--- src/rtl/window_sum_if.sv ---
// Stream bundle for window_sum: sample input with synchronous clear, plus registered
// window aggregate outputs (sum, fill level, full flag, full-window valid pulse).
interface window_sum_if #(
    parameter int DATA_W = 4,
    parameter int DEPTH  = 8
);
    localparam int SUM_W = DATA_W + $clog2(DEPTH + 1);
    localparam int CNT_W = $clog2(DEPTH + 1);

    logic              clear;
    logic              in_valid;
    logic [DATA_W-1:0] in_data;
    logic              out_valid;
    logic [SUM_W-1:0]  out_sum;
    logic              out_full;
    logic [CNT_W-1:0]  fill_count;

    modport master (
        output clear, in_valid, in_data,
        input  out_valid, out_sum, out_full, fill_count
    );

    modport slave (
        input  clear, in_valid, in_data,
        output out_valid, out_sum, out_full, fill_count
    );
endinterface

--- src/rtl/window_sum.sv ---
// Sliding-window sum over the last DEPTH accepted samples; outputs registered, 1-cycle latency.
// No backpressure: every valid sample is taken; clear flushes the window and wins over a same-cycle sample.
module window_sum #(
    parameter int DATA_W = 4,
    parameter int DEPTH  = 8
) (
    input  logic           clk,
    input  logic           rst,
    window_sum_if.slave    bus
);
    localparam int SUM_W = DATA_W + $clog2(DEPTH + 1);
    localparam int CNT_W = $clog2(DEPTH + 1);

    logic [DEPTH-1:0][DATA_W-1:0] r_buf;
    logic [SUM_W-1:0]             r_sum;
    logic [CNT_W-1:0]             r_cnt;
    logic                         r_valid;
    logic                         r_full;

    logic                         w_accept;
    logic                         w_at_full;
    logic [SUM_W-1:0]             w_oldest;
    logic [SUM_W-1:0]             w_sum_next;
    logic [CNT_W-1:0]             w_cnt_next;

    assign w_accept   = bus.in_valid & ~bus.clear;
    assign w_at_full  = (r_cnt == CNT_W'(DEPTH));
    // The oldest entry only leaves the sum once the window is already full.
    assign w_oldest   = w_at_full ? SUM_W'(r_buf[DEPTH-1]) : '0;
    assign w_sum_next = r_sum + SUM_W'(bus.in_data) - w_oldest;
    assign w_cnt_next = w_at_full ? r_cnt : r_cnt + CNT_W'(1);

    always_ff @(posedge clk or negedge rst) begin
        if (!rst) begin
            r_buf   <= '0;
            r_sum   <= '0;
            r_cnt   <= '0;
            r_valid <= 1'b0;
            r_full  <= 1'b0;
        end else if (bus.clear) begin
            r_buf   <= '0;
            r_sum   <= '0;
            r_cnt   <= '0;
            r_valid <= 1'b0;
            r_full  <= 1'b0;
        end else if (w_accept) begin
            r_buf   <= {r_buf[DEPTH-2:0], bus.in_data};
            r_sum   <= w_sum_next;
            r_cnt   <= w_cnt_next;
            r_valid <= (w_cnt_next == CNT_W'(DEPTH));
            r_full  <= (w_cnt_next == CNT_W'(DEPTH));
        end else begin
            r_valid <= 1'b0;
        end
    end

    assign bus.out_sum    = r_sum;
    assign bus.fill_count = r_cnt;
    assign bus.out_valid  = r_valid;
    assign bus.out_full   = r_full;
endmodule
--- src/flat_wrapper.sv ---
// flat-port wrapper written by rule: the top's interface ports become plain ports
module window_sum_flat 
#(
    parameter int DATA_W = 4,
    parameter int DEPTH  = 8
)
  (clk, rst, bus_clear, bus_in_valid, bus_in_data, bus_out_valid, bus_out_sum, bus_out_full, bus_fill_count);
  window_sum_if #(.DATA_W(DATA_W), .DEPTH(DEPTH)) bus_i ();
  input  logic clk;
  input  logic rst;
  input wire logic [$bits(bus_i.clear)-1:0] bus_clear;
  input wire logic [$bits(bus_i.in_valid)-1:0] bus_in_valid;
  input wire logic [$bits(bus_i.in_data)-1:0] bus_in_data;
  output wire logic [$bits(bus_i.out_valid)-1:0] bus_out_valid;
  output wire logic [$bits(bus_i.out_sum)-1:0] bus_out_sum;
  output wire logic [$bits(bus_i.out_full)-1:0] bus_out_full;
  output wire logic [$bits(bus_i.fill_count)-1:0] bus_fill_count;
  assign bus_i.clear = bus_clear;
  assign bus_i.in_valid = bus_in_valid;
  assign bus_i.in_data = bus_in_data;
  assign bus_out_valid = bus_i.out_valid;
  assign bus_out_sum = bus_i.out_sum;
  assign bus_out_full = bus_i.out_full;
  assign bus_fill_count = bus_i.fill_count;
  window_sum #(.DATA_W(DATA_W), .DEPTH(DEPTH)) u_core (.clk(clk), .rst(rst), .bus(bus_i));
endmodule
--- config.mk ---
export PLATFORM = sky130hd
export DESIGN_NAME = window_sum_flat
export DESIGN_NICKNAME = d
export VERILOG_FILES = /design/src/rtl/window_sum_if.sv /design/src/rtl/window_sum.sv /design/src/flat_wrapper.sv
export SDC_FILE = /design/constraint.sdc
export NUM_CORES = 1
export LEC_CHECK = 0
export ABC_AREA = 1
export BUFFER_PORTS_ARGS = -buffer_cell sky130_fd_sc_hd__buf_2
export CAP_MARGIN = 15
export CORE_MARGIN = 2
export CORE_UTILIZATION = 40
export CTS_BUF_LIST = sky130_fd_sc_hd__clkbuf_8
export DETAILED_ROUTE_END_ITERATION = 8
export PLACE_DENSITY = 0.58
export SYNTH_ARGS = -nofsm -noshare
export SYNTH_HDL_FRONTEND = slang
export SYNTH_SLANG_ARGS = --single-unit
--- constraint.sdc ---
create_clock -name clk -period 6.2 [get_ports clk]
set_input_delay 0.31 -clock clk [delete_from_list [all_inputs] [get_ports clk]]
set_output_delay 0.31 -clock clk [all_outputs]
set_load 0.01 [all_outputs]
==> results.toml <==
[timing]
tightest_slew_ns = 1.04
setup-tns-final_ns = 0
slew_violations = 0
hold_violations = 0
post-route-min-period_ns = 2.67
rsz0062_at_grt = "no"
finClkSkew_ns = 0.00246
max-slew-margin-rel = 0.310
fmax_mhz = 374
setup_viol = 0
finalCritPeriodShare = 0.431

[synth]
syn-cell-area_um2 = 2300
syn_avg_cell_area_um2 = 9.19
seq_area_frac_synth = 0.501
ys_warn_count = 0
synth_seq_cells = 46
synthCells = 250
synth_nets = 272
synthDistinctLibCells = 24

[floorplan]
rows = 27
core_um2 = 5540
die_area_um2 = 6360
num_io_pins = 22
fp.dieW_um = 79.8
start_util = 0.415
die_h_um = 79.8

[layout]
antenna_cells = 0
synthToLayoutAreaGrowth_pct = 9.86
drive_gt1_frac = 0.129
layout_common_cells = "68 x inv_1, 46 x dfrtp_1, 36 x nand2_1"
instances_no_fill = 344
nFillCells = 582
mostFrequentLayoutCell = "inv_1"
finalNetCount = 293

[run_status]
outcome = "finished clean"

[drt]
wl_per_cell_um = 12.1
routed_via_density = 4.65
route.detailed.drc = 0
ant_nets = 0
via_count = 1601
drt-total-wl_um = 4170
drt_iter0_drc = 129
drt_pass1_iterations = 4

[setup_path]
critPathCaptureType = "register"
worstPathMaxFanout = 6
arrival_ns = 2.87
worstSetupPathType = "reg -> reg"
start_kind = "register"
cp.required_ns = 6.39

[pwr]
ir_drop_v = 0.000128
powerDensity_nw_per_um2 = 295
cellLeakagePower_nw = 1.29

[clocking]
hold_buffers = 0
cts_tree = "built"
insertion_delay_ns = 0.30
clk_pin_slew_ns = 0.09
clock_sinks = 46
cts_resized = 0
clk_path_buf_depth = 2
cts-root-buf = "clkbuf_8"
cts_post_setup_buffers_inserted = 0
htreeDepth = 2
cts_buffers = 5

[global_routing]
grt_pass1_vias = 1520
grt_pass1_wl_um = 7270
antenna_found_initial = 0
grt_usage = 0.147
grt-ovfl-total = 0
grt_max_degree = 47

[placement]
place_congestion = 0.776
place_hpwl_um = 2820
port-buffer-count = 21
dp_cells = 336

[job]
maxCapViolCount = 0

[worst_hold_path]
hp-class = "in -> async"
layer usage:
metal | GRT usage | wire length (um)
met5 | 0 | 0
met4 | 0.0610 | 76
met3 | 0.0271 | 104
met2 | 0.220 | 1950
met1 | 0.211 | 2040
cell usage after synthesis:
cell type  number  share of area
o22ai_1        32          0.087
xnor2_1         2         0.0076
fa_1            4          0.035
buf_6           5          0.025
nand3_1        13          0.028
a21o_1          1         0.0033
nand4_1         2         0.0054
a211oi_1        1         0.0033
ha_1           10          0.054
o21ai_0         6          0.013
or2_2           1         0.0027
nor2_1         10          0.016
nor2_4          2         0.0098
nand2_1        36          0.059
xor2_1          2         0.0076
inv_2           3         0.0049
nand3b_1        1         0.0033
clkbuf_8        1         0.0060
nor3_1          1         0.0022
buf_2           1         0.0022
o22ai_2         2          0.011
a21oi_1         2         0.0044
inv_1          66           0.11
dfrtp_1        46           0.50
stage by stage:
stage | setup WS (ns) | cell area [um2] | hold slack [ns] | util | total power [mW]
global placement | 3.67 | 2420 | 0.469 | 0.436 | 0.530
floorplan | 3.72 | 2300 | 0.0144 | - | 0.484
CTS | 3.50 | 2520 | 0.235 | 0.456 | 0.754
global route | 3.30 | 2520 | 0.272 | 0.456 | 0.798
detailed placement | 3.54 | 2420 | 0.469 | 0.436 | 0.532
finish | 3.53 | 2520 | 0.186 | 0.456 | 0.745
area by class of cell:
| cell class | count | area (um2) | area share |
|---|---|---|---|
| Clock buffer | 5 | 68.8 | 0.0273 |
| Tap cell | 72 | 90.1 | 0.0357 |
| Multi-Input combinational cell | 128 | 812 | 0.322 |
| Clock inverter | 3 | 37.5 | 0.0149 |
| Sequential cell | 46 | 1150 | 0.456 |
| Timing Repair Buffer | 21 | 105 | 0.0416 |
| Inverter | 69 | 259 | 0.103 |
report_power, final:
part	internal, mW	switching (mW)	total (mW)
clock	0.118	0.102	0.219
sequential	0.316	0.0131	0.329
combinational	0.0764	0.120	0.196
total	0.510	0.235	0.745
registers in the layout, indices dropped and copies added, names as in the netlist:
signal                 flops
u_core.bus.out_full        1
u_core.r_buf              32
u_core.bus.out_sum         8
u_core.bus.fill_count      4
u_core.bus.out_valid       1
cell families (layout without fill, tap and decap cells):
kind of cell	count (synthesis)	count (layout)	share of synthesized area
buffers and inverters	76	98	0.145
AO/OA/AOI/OAI	44	44	0.122
adder cells (fa/ha/maj)	14	14	0.0893
AND/OR/NAND/NOR	66	66	0.127
flip-flops	46	46	0.501
XOR/XNOR	4	4	0.0153
path summary, 6_finish.rpt:
| check | from | endpoint | slack [ns] | depth (start not counted) |
|---|---|---|---|---|
| min | rst | u_core.r_buf[5] | 0.19 | 1 |
| max reg2reg | u_core.bus.fill_count[0] | u_core.bus.out_sum[7] | 3.53 | 12 |
| max in group asynchronous | rst | u_core.bus.fill_count[0] | 5.37 | 1 |
| min in group clk | bus_in_data[0] | u_core.r_buf[0] | 0.26 | 3 |
| min reg2reg | u_core.bus.out_full | u_core.bus.out_full | 0.50 | 2 |
| max | u_core.bus.fill_count[0] | u_core.bus.out_sum[7] | 3.53 | 12 |
critical path, cell delays in order (launching register included):
cell and delay [ns]:
dfrtp_1 0.41, inv_1 0.13, ha_1 0.17, nand3_1 0.19
nor2_1 0.21, fa_1 0.45, inv_1 0.08, ha_1 0.26
or2_2 0.32, nand3_1 0.11, nand3_1 0.09, nand3_1 0.10
nand2_1 0.05
(Power assumes the default switching activity.)
